===== src/rtl/fnd_time_display_if.sv =====
// fnd_time_display_if: time fields, mode button and FND drive lines of the
// 4-digit 7-segment display back-end. The master side supplies the time
// fields and the button; the slave side (the display block) drives the digit
// enables, segment font and current display mode.
interface fnd_time_display_if;
    logic [5:0] i_hour;
    logic [5:0] i_min;
    logic [5:0] i_sec;
    logic [6:0] i_msec;
    logic       i_mode_btn;
    logic [3:0] o_fnd_com;
    logic [7:0] o_fnd_font;
    logic       o_mode;

    modport master (
        output i_hour, i_min, i_sec, i_msec, i_mode_btn,
        input  o_fnd_com, o_fnd_font, o_mode
    );

    modport slave (
        input  i_hour, i_min, i_sec, i_msec, i_mode_btn,
        output o_fnd_com, o_fnd_font, o_mode
    );
endinterface


===== src/rtl/fnd_time_display.sv =====
// fnd_time_display: multiplexes HH.MM or SS.cc onto a 4-digit common-anode
// 7-segment module. The time fields and the display mode are snapshotted once
// per scan frame, so a digit pair never mixes two different input values.
// A debounced push-button toggles the display mode.
// Optional feature: define FND_DOT_BLINK_EN to blink the d2 decimal point at
// 1 Hz (lit while snapshot msec < 50); undefined, that point is always lit.
module fnd_time_display #(
    parameter int SCAN_DIV     = 100000,
    parameter int DEBOUNCE_CYC = 1000000
) (
    input logic             i_clk,
    input logic             i_reset,
    fnd_time_display_if.slave bus
);

    localparam int PRE_W = (SCAN_DIV > 1) ? $clog2(SCAN_DIV) : 1;
    localparam int DEB_W = $clog2(DEBOUNCE_CYC + 1);
    localparam logic [PRE_W-1:0] PRE_LAST = PRE_W'(SCAN_DIV - 1);
    localparam logic [DEB_W-1:0] DEB_LAST = DEB_W'(DEBOUNCE_CYC - 1);
    localparam logic [3:0]       DASH     = 4'hA;

    // Units digit of a field (fields up to 127).
    function automatic logic [3:0] ones_of(input logic [6:0] v);
        logic [6:0] r;
        r = v % 7'd10;
        return r[3:0];
    endfunction

    // Tens digit of a field (only meaningful for values below 100).
    function automatic logic [3:0] tens_of(input logic [6:0] v);
        logic [6:0] r;
        r = v / 7'd10;
        return r[3:0];
    endfunction

    // Active-low segment pattern {dp,g,f,e,d,c,b,a}, decimal point off.
    function automatic logic [7:0] font_of(input logic [3:0] d);
        logic [7:0] f;
        case (d)
            4'd0:    f = 8'hC0;
            4'd1:    f = 8'hF9;
            4'd2:    f = 8'hA4;
            4'd3:    f = 8'hB0;
            4'd4:    f = 8'h99;
            4'd5:    f = 8'h92;
            4'd6:    f = 8'h82;
            4'd7:    f = 8'hF8;
            4'd8:    f = 8'h80;
            4'd9:    f = 8'h90;
            4'hA:    f = 8'hBF;
            default: f = 8'hFF;
        endcase
        return f;
    endfunction

    logic [PRE_W-1:0] pre_cnt_r;
    logic             tick_s;
    logic [1:0]       idx_r;
    logic [1:0]       idx_next_s;
    logic             started_r;
    logic             do_snap_s;
    logic [5:0]       snap_hour_r, snap_min_r, snap_sec_r;
    logic [6:0]       snap_msec_r;
    logic             snap_mode_r;
    logic [5:0]       hour_s, min_s, sec_s;
    logic [6:0]       msec_s;
    logic             mode_s;
    logic [3:0]       digit_s;
    logic             dp_on_s;
    logic [7:0]       font_s;
    logic [3:0]       com_s;
    logic [3:0]       fnd_com_r;
    logic [7:0]       fnd_font_r;
    logic             sync1_r, sync2_r;
    logic             btn_acc_r;
    logic [DEB_W-1:0] deb_cnt_r;
    logic             mode_r;

    assign tick_s = (pre_cnt_r == PRE_LAST);

    // Scan prescaler: free-running 0..SCAN_DIV-1, wraps on the tick.
    always_ff @(posedge i_clk or posedge i_reset) begin
        if (i_reset) begin
            pre_cnt_r <= {PRE_W{1'b0}};
        end else if (tick_s) begin
            pre_cnt_r <= {PRE_W{1'b0}};
        end else begin
            pre_cnt_r <= pre_cnt_r + PRE_W'(1);
        end
    end

    // Next digit index, snapshot decision and the values seen by the new digit.
    // The first tick after reset shows d0 and takes a fresh snapshot.
    always_comb begin
        idx_next_s = 2'd0;
        do_snap_s  = 1'b0;
        if (started_r) begin
            idx_next_s = idx_r + 2'd1;
            do_snap_s  = tick_s && (idx_r == 2'd3);
        end else begin
            idx_next_s = 2'd0;
            do_snap_s  = tick_s;
        end
        hour_s = do_snap_s ? bus.i_hour     : snap_hour_r;
        min_s  = do_snap_s ? bus.i_min      : snap_min_r;
        sec_s  = do_snap_s ? bus.i_sec      : snap_sec_r;
        msec_s = do_snap_s ? bus.i_msec     : snap_msec_r;
        mode_s = do_snap_s ? mode_r         : snap_mode_r;
    end

    // Digit value, decimal point, font and enable for the digit about to show.
    always_comb begin
        digit_s = DASH;
        dp_on_s = 1'b0;
        if (mode_s == 1'b0) begin
            case (idx_next_s)
                2'd0:    digit_s = ones_of({1'b0, min_s});
                2'd1:    digit_s = tens_of({1'b0, min_s});
                2'd2:    digit_s = ones_of({1'b0, hour_s});
                2'd3:    digit_s = tens_of({1'b0, hour_s});
                default: digit_s = DASH;
            endcase
        end else begin
            case (idx_next_s)
                2'd0:    digit_s = (msec_s >= 7'd100) ? DASH : ones_of(msec_s);
                2'd1:    digit_s = (msec_s >= 7'd100) ? DASH : tens_of(msec_s);
                2'd2:    digit_s = ones_of({1'b0, sec_s});
                2'd3:    digit_s = tens_of({1'b0, sec_s});
                default: digit_s = DASH;
            endcase
        end
        if (idx_next_s == 2'd2) begin
`ifdef FND_DOT_BLINK_EN
            dp_on_s = (msec_s < 7'd50);
`else
            dp_on_s = 1'b1;
`endif
        end else begin
            dp_on_s = 1'b0;
        end
        font_s = font_of(digit_s) & {~dp_on_s, 7'h7F};
        com_s  = ~(4'b0001 << idx_next_s);
    end

    // Digit scan state, frame snapshot and registered FND outputs.
    always_ff @(posedge i_clk or posedge i_reset) begin
        if (i_reset) begin
            idx_r       <= 2'd0;
            started_r   <= 1'b0;
            snap_hour_r <= 6'd0;
            snap_min_r  <= 6'd0;
            snap_sec_r  <= 6'd0;
            snap_msec_r <= 7'd0;
            snap_mode_r <= 1'b0;
            fnd_com_r   <= 4'b1111;
            fnd_font_r  <= 8'hFF;
        end else if (tick_s) begin
            idx_r       <= idx_next_s;
            started_r   <= 1'b1;
            snap_hour_r <= hour_s;
            snap_min_r  <= min_s;
            snap_sec_r  <= sec_s;
            snap_msec_r <= msec_s;
            snap_mode_r <= mode_s;
            fnd_com_r   <= com_s;
            fnd_font_r  <= font_s;
        end
    end

    // Two-flop synchronizer for the asynchronous button.
    always_ff @(posedge i_clk or posedge i_reset) begin
        if (i_reset) begin
            sync1_r <= 1'b0;
            sync2_r <= 1'b0;
        end else begin
            sync1_r <= bus.i_mode_btn;
            sync2_r <= sync1_r;
        end
    end

    // Debounce: accept a new level after DEBOUNCE_CYC stable clocks; an
    // accepted press (rising level) toggles the display mode.
    always_ff @(posedge i_clk or posedge i_reset) begin
        if (i_reset) begin
            deb_cnt_r <= {DEB_W{1'b0}};
            btn_acc_r <= 1'b0;
            mode_r    <= 1'b0;
        end else if (sync2_r != btn_acc_r) begin
            if (deb_cnt_r == DEB_LAST) begin
                deb_cnt_r <= {DEB_W{1'b0}};
                btn_acc_r <= sync2_r;
                mode_r    <= mode_r ^ sync2_r;
            end else begin
                deb_cnt_r <= deb_cnt_r + DEB_W'(1);
            end
        end else begin
            deb_cnt_r <= {DEB_W{1'b0}};
        end
    end

    assign bus.o_fnd_com  = fnd_com_r;
    assign bus.o_fnd_font = fnd_font_r;
    assign bus.o_mode     = mode_r;

endmodule


===== src/flat_wrapper.sv =====
// flat-port wrapper written by rule: the top's interface ports become plain ports
module fnd_time_display_flat 
#(
    parameter int SCAN_DIV     = 100000,
    parameter int DEBOUNCE_CYC = 1000000
)
  (i_clk, i_reset, bus_i_hour, bus_i_min, bus_i_sec, bus_i_msec, bus_i_mode_btn, bus_o_fnd_com, bus_o_fnd_font, bus_o_mode);
  fnd_time_display_if bus_i ();
  input logic i_clk;
  input logic i_reset;
  input wire logic [$bits(bus_i.i_hour)-1:0] bus_i_hour;
  input wire logic [$bits(bus_i.i_min)-1:0] bus_i_min;
  input wire logic [$bits(bus_i.i_sec)-1:0] bus_i_sec;
  input wire logic [$bits(bus_i.i_msec)-1:0] bus_i_msec;
  input wire logic [$bits(bus_i.i_mode_btn)-1:0] bus_i_mode_btn;
  output wire logic [$bits(bus_i.o_fnd_com)-1:0] bus_o_fnd_com;
  output wire logic [$bits(bus_i.o_fnd_font)-1:0] bus_o_fnd_font;
  output wire logic [$bits(bus_i.o_mode)-1:0] bus_o_mode;
  assign bus_i.i_hour = bus_i_hour;
  assign bus_i.i_min = bus_i_min;
  assign bus_i.i_sec = bus_i_sec;
  assign bus_i.i_msec = bus_i_msec;
  assign bus_i.i_mode_btn = bus_i_mode_btn;
  assign bus_o_fnd_com = bus_i.o_fnd_com;
  assign bus_o_fnd_font = bus_i.o_fnd_font;
  assign bus_o_mode = bus_i.o_mode;
  fnd_time_display #(.SCAN_DIV(SCAN_DIV), .DEBOUNCE_CYC(DEBOUNCE_CYC)) u_core (.i_clk(i_clk), .i_reset(i_reset), .bus(bus_i));
endmodule

===== config.mk =====
export PLATFORM = sky130hd
export DESIGN_NAME = fnd_time_display_flat
export DESIGN_NICKNAME = d
export VERILOG_FILES = /design/src/rtl/fnd_time_display_if.sv /design/src/rtl/fnd_time_display.sv /design/src/flat_wrapper.sv
export SDC_FILE = /design/constraint.sdc
export NUM_CORES = 1
export LEC_CHECK = 0
export BUFFER_PORTS_ARGS = -buffer_cell sky130_fd_sc_hd__buf_2
export CORE_UTILIZATION = 45
export CTS_CLUSTER_SIZE = 25
export DETAILED_ROUTE_END_ITERATION = 7
export PLACE_DENSITY = 0.61
export SYNTH_ARGS = -nofsm -noshare
export SYNTH_HDL_FRONTEND = slang
export SYNTH_SLANG_ARGS = --single-unit

===== constraint.sdc =====
create_clock -name i_clk -period 6.6 [get_ports i_clk]
set_input_delay 0.66 -clock i_clk [delete_from_list [all_inputs] [get_ports i_clk]]
set_output_delay 0.66 -clock i_clk [all_outputs]
set_load 0.01 [all_outputs]

After elaboration in Yosys (flattened, before gate mapping):

Memory sizes are Yosys's and may differ from the RTL's.
Cells that the tools add are included.

* shift-type cells: 1
* bitwise operators: 4
* add/sub/neg operators: 3
* equal/unequal tests: 7
* divide/modulo/power cells: 8
* $lt $le $gt $ge: 1
* reductions and logical operators: 3
* muxes and demuxes: 16

Operators with widths (number)
* $mux W20: 2
* $pmux W4 S4: 2
* $div A6 B4 Y7 const B: 3
* $mod A6 B4 Y7 const B: 3
* $add A20 B1 Y20 const B: 1
* $eq A20 B20 Y1 const B: 1
* $mux W6: 3
* $add A17 B1 Y17 const B: 1
* $eq A17 B17 Y1 const B: 1
* $mux W17: 1
* $mux W4: 3
* $and A8 B8 Y8: 1
* $div A7 B4 Y7 const B: 1
* $ge A7 B7 Y1 const B: 1
* $mod A7 B4 Y7 const B: 1
* $mux W7: 1
* $eq A2 B2 Y1 const B: 3
* $not A4 Y4: 1
* $shl A1 B2 Y4 const A: 1
* $mux W1: 3
* $add A2 B1 Y2 const B: 1
* $eq A2 B1 Y1 const B: 1
* $logic_not A2 Y1: 1
* $mux W2: 1
* other kinds (5): 5

* memory bits (read-only): 112
* bits of input ports: 28
* bits in registers: 82
* word-level logic and storage cells: 59
* memories kept: 1

Memory list
* (name not given): depth 16, bits a word 7, rd ports 1, clocked after Yosys merged registers in 0, write ports 0, line fnd_time_display.sv:39 `case (d)`

Logic depth before layout (Yosys ltp):

Gate-level depths: netlist (run 1).
An unclocked memory read counts as a cell.

* depth in word-level cells: 10
* mapped depth: 34
* mapped depth without buffers: 31

Worst setup path after synthesis (run 1):

Ideal clock, no wire load.

* path type: reg-to-reg
* start point: register u_core.idx_r[0]
* end point: register u_core.fnd_font_r[2] (netlist: u_core.bus.o_fnd_font[2])
* buffers on the path: 3
* period minus slack after synthesis: 5987 ps
* path slack: 613 ps
* stages on the path, launching flop included: 31
* data required time: 6523 ps
* arrival: 5910 ps
* path through: dfrtp_1 -> ha_1 -> nor2b_1 -> nor2_1 -> nand2_1 -> buf_2 -> buf_2 -> clkbuf_1 -> mux2i_1 -> ha_1 -> o21ai_0 -> mux2_4 -> mux2_4 -> inv_2 -> ha_1 -> o21ai_0 -> or2_2 -> a22o_1 -> xnor2_1 -> inv_1 -> ha_1 -> inv_1 -> o211ai_2 -> nand3_1 -> a211o_1 -> a21oi_1 -> o21ai_2 -> ha_1 -> inv_1 -> or3_1 -> a31oi_1

* longest elaborated chain between the ends: 10

RTL lines
* start, declared: line fnd_time_display.sv:58 `logic [1:0] idx_r;`
* start signal, assigned: line fnd_time_display.sv:158 `idx_r <= idx_next_s;`
* $eq A2 B2 Y1: line fnd_time_display.sv:99 `do_snap_s = tick_s && (idx_r == 2'd3);`
* $logic_and A1 B1 Y1: line fnd_time_display.sv:99
* $mux W1: line fnd_time_display.sv:97 `if (started_r) begin`
* $mux W7: line fnd_time_display.sv:107 `msec_s = do_snap_s ? bus.i_msec : snap_msec_r;`
* $div A7 B4 Y7 (tied with other cells): line fnd_time_display.sv:32 `r = v / 7'd10;`
* $mux W4, on equally long branches: line fnd_time_display.sv:126, fnd_time_display.sv:125
* $pmux W4 S4: line fnd_time_display.sv:124 `case (idx_next_s)`
* $mux W4 *: line fnd_time_display.sv:115 `if (mode_s == 1'b0) begin`
* $mem_v2 Z16 W7 *
* $and A8 B8 Y8 *: line fnd_time_display.sv:141 `font_s = font_of(digit_s) & {~dp_on_s, 7'h7F};`
* end signal, assigned: line fnd_time_display.sv:166 `fnd_font_r <= font_s;`
* end, declared: line fnd_time_display.sv:73 `logic [7:0] fnd_font_r;`

Mark *: on every way between the ends. The rest lies on a longest branch, timed or not.
A chain may end at the register's enable or synchronous reset.

Worst setup path in the final report (run 1):

* start point: register u_core.idx_r[0]
* end point: register u_core.fnd_font_r[1] (netlist: u_core.bus.o_fnd_font[1])

The elaborated chain is that of the path after synthesis.

==> metrics, run 1 <==
number of setup violations in the final report 0; antenna violations before repair 0; placed instance area about 6600 um2; Static Leakage 3.09 nW; CTS tree done; post-route DRC violation count 0; row cnt 42; total global-route track usage 24.2%; largest cells by area after synthesis sky130_fd_sc_hd__dfrtp_1 28%, sky130_fd_sc_hd__nand2_1 6.8%, sky130_fd_sc_hd__dfstp_2 4.6%; final clock skew between 0.005 and 0.006 ns; Peak Freq between 0.15 and 0.2 GHz; master cell of the clock root buffer sky130_fd_sc_hd__clkbuf_16; kind of path behind the tightest hold check reg -> reg; Post-synth top flop sky130_fd_sc_hd__dfrtp_1; buffer levels on the longest clock path 2; Commonest cells post-synth 113 x sky130_fd_sc_hd__nand2_1, 70 x sky130_fd_sc_hd__dfrtp_1, 69 x sky130_fd_sc_hd__nor2_1; number of clock sinks 81; number of primary I/O pins 41; path type of the worst setup path reg -> reg; portion of the post-synthesis area used by sequential elements approximately 33%; final critical delay including setup and external delays 6.03 ns; register clock-pin slew on the reported worst setup and hold paths 0.06 ns; sequential share of power 45.6%; Routed Antenna Nets 0; overall overflow remaining after global route 0; Setup crit end kind flip-flop; element type at the critical path start flip-flop; H-Tree Level Count 3; Final Total Pwr 1.12 mW; post-route insts no fill 972; worst-path maximum fanout 8; share of cells above drive strength 1 13.4%; post-layout net count 839; width of the die roughly 120 um; Avg Synthesized Cell Area 8.15 um2; clock network latency to the later pin of the worst-skew pair roughly 0.35 ns; post-route core utilization between 50 and 60%; routed wire length per instance about 17 um; worst voltage drop across the vdd grid about 0.09 mV; count of final hold-check violations 0; routed via count divided by cell count between 5 and 6; cell repeated most along the worst path sky130_fd_sc_hd__ha_1; Period Utilization, post-route 91.3%; starting density of the core 46.6%; Critical Path Max Stage Delay 0.46 ns; post-cts gate resize count 0; synth-to-layout area growth 9.77%; worst-margin pin slew roughly 1.1 ns; number of buffers added on ports 40; required time worst endpoint just under 7 ns; switching share of power 25.1%; first-pass GRT wire length 27600 um; Netlist Area Pre-Place 6250 um2; Ys Warns 0; result of the run finished, final reports clean; RSZ-0062 raised after global routing no; total wire length 16400 um; detailed-router iteration count before antenna repair 5; share of Yosys cell area claimed by the top area cell type between 20% and 30%; post-synthesis net count 815; GP Congestion 0.966; number of antenna repair diodes 0; area of all placed cells without fillers 6860 um2; overall die area 14400 um2; max-slew violation count 0; slowest stage cell, crit path sky130_fd_sc_hd__dfrtp_1; Inserted Clock Buffers 9; share of power burned in combinational logic under 10%; count of hold buffers inserted by post-cts repair 0; gate count of the mapped netlist ~770; Sum Neg Setup Slack 0 ns; fraction of registers with async set/reset 100%; initial DRC count 470; total power per unit cell area 163 nW/um2; data arrival time of the critical path 6.30 ns; clock network power share 45.2%; largest net degree at the start of global routing 82; total via count after detailed routing around 5800; switching pwr between 200 and 300 uW; number of buffers inserted to repair setup after CTS 0; Final HPWL DP 11800 um; most instantiated library cell after synthesis sky130_fd_sc_hd__nand2_1; cell-internal power 838 uW; vias in the first global route ~5500; library cell occupying the most area in the post-synthesis netlist sky130_fd_sc_hd__dfrtp_1; max-cap viol count 0; post-placement cell count 956; number of synthesized flops with an enable pin 0; core box area ~13000 um2; flip-flop and latch count after synthesis 81; vertical die dimension ~120 um; Yosys cell types 81; Slew Limit Headroom 29.6%
-- routing by layer --
layer | vias to the layer above | part of all wire [%] | GRT usage [%]
met4 | 0 | 2.2 | 10.9
met2 | 150 | 46 | 37.7
li1 | 2797 | - | -
met1 | 2789 | 48 | 33.5
met5 | - | 0 | 0
met3 | 30 | 3.8 | 2.95
-- worst paths after layout --
check | cells past startpoint | end | slack [ns] | from
max | 28 | u_core.bus.o_fnd_font[1]$_DFFE_PP1N_ | 0.57 | u_core.idx_r[0]$_DFFE_PP0N_
min | 0 | u_core.sync2_r$_DFF_PP0_ | 0.37 | u_core.sync1_r$_DFF_PP0_
max reg2reg | 28 | u_core.bus.o_fnd_font[1]$_DFFE_PP1N_ | 0.57 | u_core.idx_r[0]$_DFFE_PP0N_
min reg2reg | 0 | u_core.sync2_r$_DFF_PP0_ | 0.37 | u_core.sync1_r$_DFF_PP0_
max in group asynchronous | 3 | u_core.snap_min_r[5]$_DFFE_PP0N_ | 5.29 | i_reset
min in group asynchronous | 3 | u_core.pre_cnt_r[1]$_DFF_PP0_ | 0.65 | i_reset
-- state kept, by name, indices dropped and copies added (netlist names) --
name	flops
u_core.btn_acc_r	1
u_core.sync2_r	1
u_core.sync1_r	1
u_core.bus.o_fnd_font	7
u_core.snap_sec_r	6
u_core.deb_cnt_r	20
u_core.bus.o_fnd_com	4
u_core.bus.o_mode	1
u_core.snap_mode_r	1
u_core.snap_hour_r	6
u_core.snap_min_r	6
u_core.pre_cnt_r	17
u_core.idx_r	2
u_core.snap_msec_r	7
u_core.started_r	1
-- critical path, delay by kind of cell, from the launching register on --
family | cells | cell delay [ns]
AO/OA/AOI/OAI | 9 | 1.62
AND/OR/NAND/NOR | 7 | 1.36
adder cells (fa/ha/maj) | 5 | 1.29
multiplexers | 3 | 0.90
flip-flops | 1 | 0.46
buffers and inverters | 3 | 0.20
XOR/XNOR | 1 | 0.11
-- layout by cell type, fill, tap and decap left out, types with 7 or more instances in the layout --
cell and count:
sky130_fd_sc_hd__a21oi_1 38, sky130_fd_sc_hd__a22oi_1 8, sky130_fd_sc_hd__a31oi_1 11, sky130_fd_sc_hd__and2_1 9
sky130_fd_sc_hd__and3_1 10, sky130_fd_sc_hd__buf_2 40, sky130_fd_sc_hd__buf_4 7, sky130_fd_sc_hd__clkbuf_16 9
sky130_fd_sc_hd__dfrtp_1 70, sky130_fd_sc_hd__dfstp_2 11, sky130_fd_sc_hd__ha_1 20, sky130_fd_sc_hd__inv_1 41
sky130_fd_sc_hd__mux2_2 9, sky130_fd_sc_hd__mux2i_1 23, sky130_fd_sc_hd__nand2_1 113, sky130_fd_sc_hd__nand2b_1 15
sky130_fd_sc_hd__nand3_1 32, sky130_fd_sc_hd__nand3b_1 11, sky130_fd_sc_hd__nand4_1 8, sky130_fd_sc_hd__nor2_1 68
sky130_fd_sc_hd__nor2b_1 15, sky130_fd_sc_hd__nor3_1 13, sky130_fd_sc_hd__o211ai_1 7, sky130_fd_sc_hd__o21ai_0 45
sky130_fd_sc_hd__xnor2_1 16, sky130_fd_sc_hd__xor2_1 16
-- cell families after synthesis --
kind of cell	synth area share, %
simple gates	26.3
compound gates	20.7
flops	32.7
buf+inv	5.21
mux	6.51
xor+xnor	4.49
fa+ha+maj	4.17
-- stage by stage --
step                      hold WS, ns  setup slack [ns]
after detailed placement        0.350             0.596
after global routing            0.379            0.0427
after floorplan                 0.331             0.613
after CTS                       0.375             0.581
after global placement          0.341             0.920
final                           0.365             0.572
-- cell type report --
| type | instances | area (um2) |
|---|---|---|
| multi-input cells | 609 | 3890 |
| fillers | 1291 | 6540 |
| inverters | 43 | 163 |
| well taps | 176 | 220 |
| repair buffers | 47 | 253 |
| clock buffers | 12 | 236 |
| clock inverters | 4 | 53.8 |
| flip-flops and latches | 81 | 2040 |
-- power by group through the flow --
stage               sequential, mW  combinational [mW]  clock (mW)
floorplan                    0.517              0.0682           0
global placement             0.519              0.0993           0
detailed placement           0.519               0.102           0
CTS                          0.510               0.102       0.518
global route                 0.510               0.115       0.535
finish                       0.510               0.103       0.506
No activity file was read; power rests on OpenSTA's default activity.
==> run 2, diff against run 1 <==
- CELL_PAD_IN_SITES_DETAIL_PLACEMENT: not set -> 1
- CELL_PAD_IN_SITES_GLOBAL_PLACEMENT: not set -> 2
- CORE_UTILIZATION: 45 -> 37
- PLACE_DENSITY: 0.61 -> 0.79
==> metrics, run 2 (synthesized netlist as in run 1, its figures left out) <==
row cnt 47 (+12%); count of final hold-check violations 0 (unchanged); total wire length 19600 um (+19%); max-slew violation count 0 (unchanged); Routed Antenna Nets 0 (unchanged); post-route insts no fill 1017 (+4.6%); final clock skew 0.0131 ns (+0.00804 ns); clock network latency to the later pin of the worst-skew pair 0.35 ns (about the same); Critical Path Max Stage Delay 0.40 ns (-0.06 ns); slowest stage cell, crit path sky130_fd_sc_hd__dfrtp_1; path type of the worst setup path reg -> reg; max-cap viol count 0 (unchanged); buffer levels on the longest clock path 2 (unchanged); post-route core utilization 42.0% (-9.2 points); overall overflow remaining after global route 0 (unchanged); kind of path behind the tightest hold check in -> async; share of cells above drive strength 1 14.1% (+0.61 points); Setup crit end kind flip-flop; Inserted Clock Buffers 9 (unchanged); Final HPWL DP 14600 um (+24%); Static Leakage 3.11 nW (+0.81%); data arrival time of the critical path 6.36 ns (+0.06 ns); number of antenna repair diodes 0 (unchanged); antenna violations before repair 0 (unchanged); WHS 0.328 ns (-0.0368 ns); post-route DRC violation count 0 (unchanged); total global-route track usage 23.5% (-0.67 points); routed via count divided by cell count 5.77 (-2.7%); core box area 16500 um2 (+23%); switching share of power 26.9% (+1.9 points); register clock-pin slew on the reported worst setup and hold paths 0.07 ns (about the same); total power per unit cell area 167 nW/um2 (+2.3%); number of buffers added on ports 40 (unchanged); first-pass GRT wire length 32400 um (+18%); detailed-router iteration count before antenna repair 5 (unchanged); sequential share of power 44.0% (-1.6 points); Period Utilization, post-route 92.2% (+0.88 points); post-layout net count 840 (+0.12%); worst-path maximum fanout 8 (unchanged); cell-internal power 846 uW (+0.91%); number of buffers inserted to repair setup after CTS 0 (unchanged); Final Worst Setup Slack 0.514 ns (-0.0583 ns); worst-margin pin slew 0.913 ns (-0.142 ns); largest register by flop count u_core.deb_cnt_r; Peak Freq 0.164 GHz (-0.96%); starting density of the core 37.8% (-8.8 points); H-Tree Level Count 3 (unchanged); switching pwr 312 uW (+11%); final critical delay including setup and external delays 6.09 ns (+0.0583 ns); vertical die dimension 132 um (+10%); synth-to-layout area growth 11.0%; number of clock sinks 81 (unchanged); RSZ-0062 raised after global routing no; number of flip-flops under the largest register name 20 (unchanged); biggest registers after layout u_core.deb_cnt_r x20, u_core.pre_cnt_r x17; total via count after detailed routing 5870 (+1.8%); largest net degree at the start of global routing 52 (-37%); worst voltage drop across the vdd grid 0.116 mV (+30%); CTS tree done; routed wire length per instance 19.2 um (+14%); number of primary I/O pins 41 (unchanged); clock network power share 46.8% (+1.6 points); result of the run finished, final reports clean; initial DRC count 298 (-37%); cell repeated most along the worst path sky130_fd_sc_hd__ha_1; GP Congestion 0.917 (-5.0%); master cell of the clock root buffer sky130_fd_sc_hd__clkbuf_16; element type at the critical path start flip-flop; post-placement setup slack 0.479 ns (-0.116 ns); vias in the first global route 6147 (+11%); post-placement cell count 1001 (+4.7%); Sum Neg Setup Slack 0 ns (unchanged); Slew Limit Headroom 38.9% (+9.3 points); most common library cell in the layout ignoring fill and taps sky130_fd_sc_hd__nand2_1; overall die area 17400 um2 (+21%); width of the die 132 um (+10%); required time worst endpoint 6.87 ns (about the same); share of power burned in combinational logic 9.2% (about the same); number of setup violations in the final report 0 (unchanged); Fillers 2015 (+56%); most used cells in the layout excluding fill and tap cells 113 x sky130_fd_sc_hd__nand2_1, 70 x sky130_fd_sc_hd__dfrtp_1, 68 x sky130_fd_sc_hd__nor2_1, 44 x sky130_fd_sc_hd__o21ai_0, 41 x sky130_fd_sc_hd__inv_1
[run 2: cell types whose count changed in the layout (fill, tap and decap cells not counted), sizes merged]
cell      previous run  this run
inv                 42        47
clkbuf              12         9
clkinvlp             2         0
buf                 47        48
[run 2: path summary, 6_finish.rpt]
| kind | startpoint | slack (ns) | cells past startpoint | end |
|---|---|---|---|---|
| min in group i_clk | u_core.sync1_r$_DFF_PP0_ | 0.35 | 0 | u_core.sync2_r$_DFF_PP0_ |
| worst max register to register | u_core.pre_cnt_r[0]$_DFF_PP0_ | 0.51 | 31 | u_core.bus.o_fnd_font[3]$_DFFE_PP1N_ |
| max in group asynchronous | i_reset | 5.15 | 3 | u_core.snap_msec_r[3]$_DFFE_PP0N_ |
| worst min-delay path | i_reset | 0.33 | 2 | u_core.bus.o_mode$_DFFE_PP0P_ |
| worst max-delay path | u_core.pre_cnt_r[0]$_DFF_PP0_ | 0.51 | 31 | u_core.bus.o_fnd_font[3]$_DFFE_PP1N_ |
| worst min register to register | u_core.sync1_r$_DFF_PP0_ | 0.35 | 0 | u_core.sync2_r$_DFF_PP0_ |
[run 2: layer usage]
| metal | vias to the layer above | GRT usage, % | routed length (um) | share of wire [%] |
|---|---|---|---|---|
| met5 | - | 0 | 0 | 0 |
| met4 | 0 | 9.17 | 556 | 2.8 |
| li1 | 2785 | - | - | - |
| met3 | 35 | 3.61 | 688 | 3.5 |
| met1 | 2938 | 31.6 | 9260 | 47 |
| met2 | 112 | 37.9 | 9050 | 46 |
[run 2: through the flow]
stage	cell area (um2)	total power, mW
after floorplan	6250	0.585
after global placement	6620	0.621
after detailed placement	6620	0.624
after CTS	6930	1.17
after global routing	6940	1.20
final	6940	1.16
[run 2: layout make-up]
cell class | instances | area, um2 | share of cell area [%]
Multi-Input combinational cell | 609 | 3890 | 56.1
Sequential cell | 81 | 2040 | 29.4
Tap cell | 220 | 275 | 3.97
Timing Repair Buffer | 48 | 260 | 3.75
Clock buffer | 9 | 225 | 3.25
Inverter | 43 | 163 | 2.35
Clock inverter | 7 | 83.8 | 1.21
[run 2: power groups by stage]
stage               clock [mW]  combinational (mW)  sequential (mW)
finish                   0.542               0.107            0.509
global route             0.574               0.119            0.510
CTS                      0.557               0.107            0.509
detailed placement           0               0.106            0.518
global placement             0               0.103            0.518
floorplan                    0              0.0682            0.517
[run 2: critical path, delay by kind of cell (launching register included)]
| kind | cells | cell delay (ns) |
|---|---|---|
| fa+ha+maj | 5 | 1.20 |
| buf+inv | 5 | 0.45 |
| xor+xnor | 1 | 0.16 |
| mux | 2 | 0.52 |
| simple gates | 8 | 1.41 |
| flops | 1 | 0.40 |
| compound gates | 10 | 1.85 |
[run 2: repair_timing]
action	CTS	global route
resized for setup	0	2
hold buffers	0	0
endpoints found under the setup margin	0	5
==> run 3, diff against run 2 <==
- GPL_TIMING_DRIVEN: not set -> 0
==> metrics, run 3 (synthesized netlist as in run 1, its figures left out) <==
number of clock sinks 81 (unchanged); Peak Freq 0.159 GHz (-2.9%); Static Leakage 3.23 nW (+3.7%); worst-margin pin slew 0.879 ns (-0.0343 ns); detailed-router iteration count before antenna repair 4 (-1); total wire length 20600 um (+5.4%); path type of the worst setup path reg -> reg; buffer levels on the longest clock path 2 (unchanged); row cnt 47 (unchanged); top cell family by delay on the critical path simple AND/OR/NAND/NOR gates; Buf/Inv on CP 8 (+3); Routed Antenna Nets 0 (unchanged); master cell of the clock root buffer sky130_fd_sc_hd__clkbuf_16; post-route DRC violation count 0 (unchanged); share of cells above drive strength 1 16.2% (+2.1 points); data arrival time of the critical path 6.55 ns (+0.19 ns); post-layout net count 872 (+3.8%); vias in the first global route 6274 (+2.1%); final critical delay including setup and external delays 6.27 ns (+0.184 ns); total global-route track usage 24.4% (+0.90 points); number of buffers added on ports 39 (-2.5%); post-route core utilization 43.6% (+1.7 points); number of flip-flops under the largest register name 20 (unchanged); Period Utilization, post-route 95.0% (+2.8 points); H-Tree Level Count 3 (unchanged); Setup crit end kind flip-flop; first-pass GRT wire length 33300 um (+2.7%); result of the run finished, final reports clean; biggest registers after layout u_core.deb_cnt_r x20, u_core.pre_cnt_r x17; Slew Limit Headroom 40.5% (+1.6 points); CTS tree done; Final Total Pwr 1.17 mW (+0.73%); initial DRC count 340 (+14%); worst-path maximum fanout 19 (+11); number of primary I/O pins 41 (unchanged); most used cells in the layout excluding fill and tap cells 112 x sky130_fd_sc_hd__nand2_1, 70 x sky130_fd_sc_hd__dfrtp_1, 67 x sky130_fd_sc_hd__nor2_1, 44 x sky130_fd_sc_hd__buf_2, 44 x sky130_fd_sc_hd__o21ai_0; overall die area 17400 um2 (unchanged); required time worst endpoint 6.88 ns (about the same); largest net degree at the start of global routing 59 (+13%); max-slew violation count 0 (unchanged); Inserted Clock Buffers 9 (unchanged); element type at the critical path start flip-flop; Final HPWL DP 15300 um (+4.7%); synth-to-layout area growth 15.4%; slowest stage cell, crit path sky130_fd_sc_hd__or3_1; number of setup violations in the final report 0 (unchanged); width of the die 132 um (unchanged); overall overflow remaining after global route 0 (unchanged); routed via count divided by cell count 5.79 (+0.34%); total power per unit cell area 162 nW/um2 (-3.1%); vertical die dimension 132 um (unchanged); starting density of the core 37.8% (unchanged); final clock skew 0.00764 ns (-0.00548 ns); most common library cell in the layout ignoring fill and taps sky130_fd_sc_hd__nand2_1; largest register by flop count u_core.deb_cnt_r; max-cap viol count 0 (unchanged); core box area 16500 um2 (unchanged); worst voltage drop across the vdd grid 0.121 mV (+3.9%); total via count after detailed routing 6075 (+3.5%); register clock-pin slew on the reported worst setup and hold paths 0.07 ns (about the same); antenna violations before repair 0 (unchanged); GP Congestion 0.865 (-5.7%); count of final hold-check violations 0 (unchanged); count of hold buffers inserted by post-cts repair 0 (unchanged); number of antenna repair diodes 0 (unchanged); Critical Path Max Stage Delay 0.39 ns (about the same); routed wire length per instance 19.7 um (+2.2%); kind of path behind the tightest hold check in -> async; clock network latency to the later pin of the worst-skew pair 0.36 ns (about the same)
==> run 3: cell types whose count changed in the layout (fill, tap and decap cells not counted), moves of 3 or more <==
cell                       delta
sky130_fd_sc_hd__buf_2        +4
sky130_fd_sc_hd__buf_6        +3
sky130_fd_sc_hd__buf_4        +4
sky130_fd_sc_hd__clkbuf_1    +17
==> run 3: cell type report <==
type | count | area, um2
fillers | 2030 | 9310
multi-input cells | 609 | 3960
flip-flops and latches | 81 | 2040
repair buffers | 47 | 275
well taps | 220 | 275
clock buffers | 10 | 239
plain buffers | 33 | 188
inverters | 43 | 164
clock inverters | 6 | 72.6
==> run 3: timing repair <==
item,CTS,global route
setup endpoints to repair,7,7
endpoints found under the hold margin,0,0
pin swaps,1,5
buffers inserted,1,6
resized for setup,12,14
==> run 3: final timing paths <==
kind / from / to / slack, ns / cells past startpoint
max in group asynchronous: i_reset / u_core.bus.o_fnd_com[2]$_DFFE_PP1N_ / 5.68 / 3
setup reg to reg: u_core.pre_cnt_r[5]$_DFF_PP0_ / u_core.bus.o_fnd_font[2]$_DFFE_PP1N_ / 0.33 / 30
min in group i_clk: u_core.sync1_r$_DFF_PP0_ / u_core.sync2_r$_DFF_PP0_ / 0.36 / 0
hold / removal: i_reset / u_core.sync2_r$_DFF_PP0_ / 0.27 / 2
hold reg to reg: u_core.sync1_r$_DFF_PP0_ / u_core.sync2_r$_DFF_PP0_ / 0.36 / 0
setup / recovery: u_core.pre_cnt_r[5]$_DFF_PP0_ / u_core.bus.o_fnd_font[2]$_DFFE_PP1N_ / 0.33 / 30
==> run 3: layer usage <==
metal | up-vias | share of wire [%] | wire, um | GRT usage, %
met5 | - | 0 | 0 | 0
met4 | 0 | 2.1 | 432 | 9.04
met3 | 31 | 3.2 | 663 | 3.15
met2 | 134 | 47 | 9660 | 39.7
met1 | 3046 | 48 | 9860 | 33.2
li1 | 2864 | - | - | -
==> run 3: where the power goes <==
part | switching (mW) | leakage, nW | internal [mW]
Sequential | 0.00460 | 0.958 | 0.504
Clock | 0.236 | 0.150 | 0.308
Combinational | 0.0708 | 2.12 | 0.0432
==> run 3: metrics by stage <==
stage               setup slack [ns]  setup TNS (ns)  std cells  cell area [um2]  hold slack [ns]
floorplan                      0.613               0        767             6250            0.331
global placement               -1.50           -9.70       1026             6720            0.335
detailed placement             -1.58          -10.43       1027             6750            0.349
CTS                           0.0137               0       1043             7110            0.278
global route                -0.00101        -0.00101       1049             7210            0.299
finish                         0.330               0       1049             7210            0.268
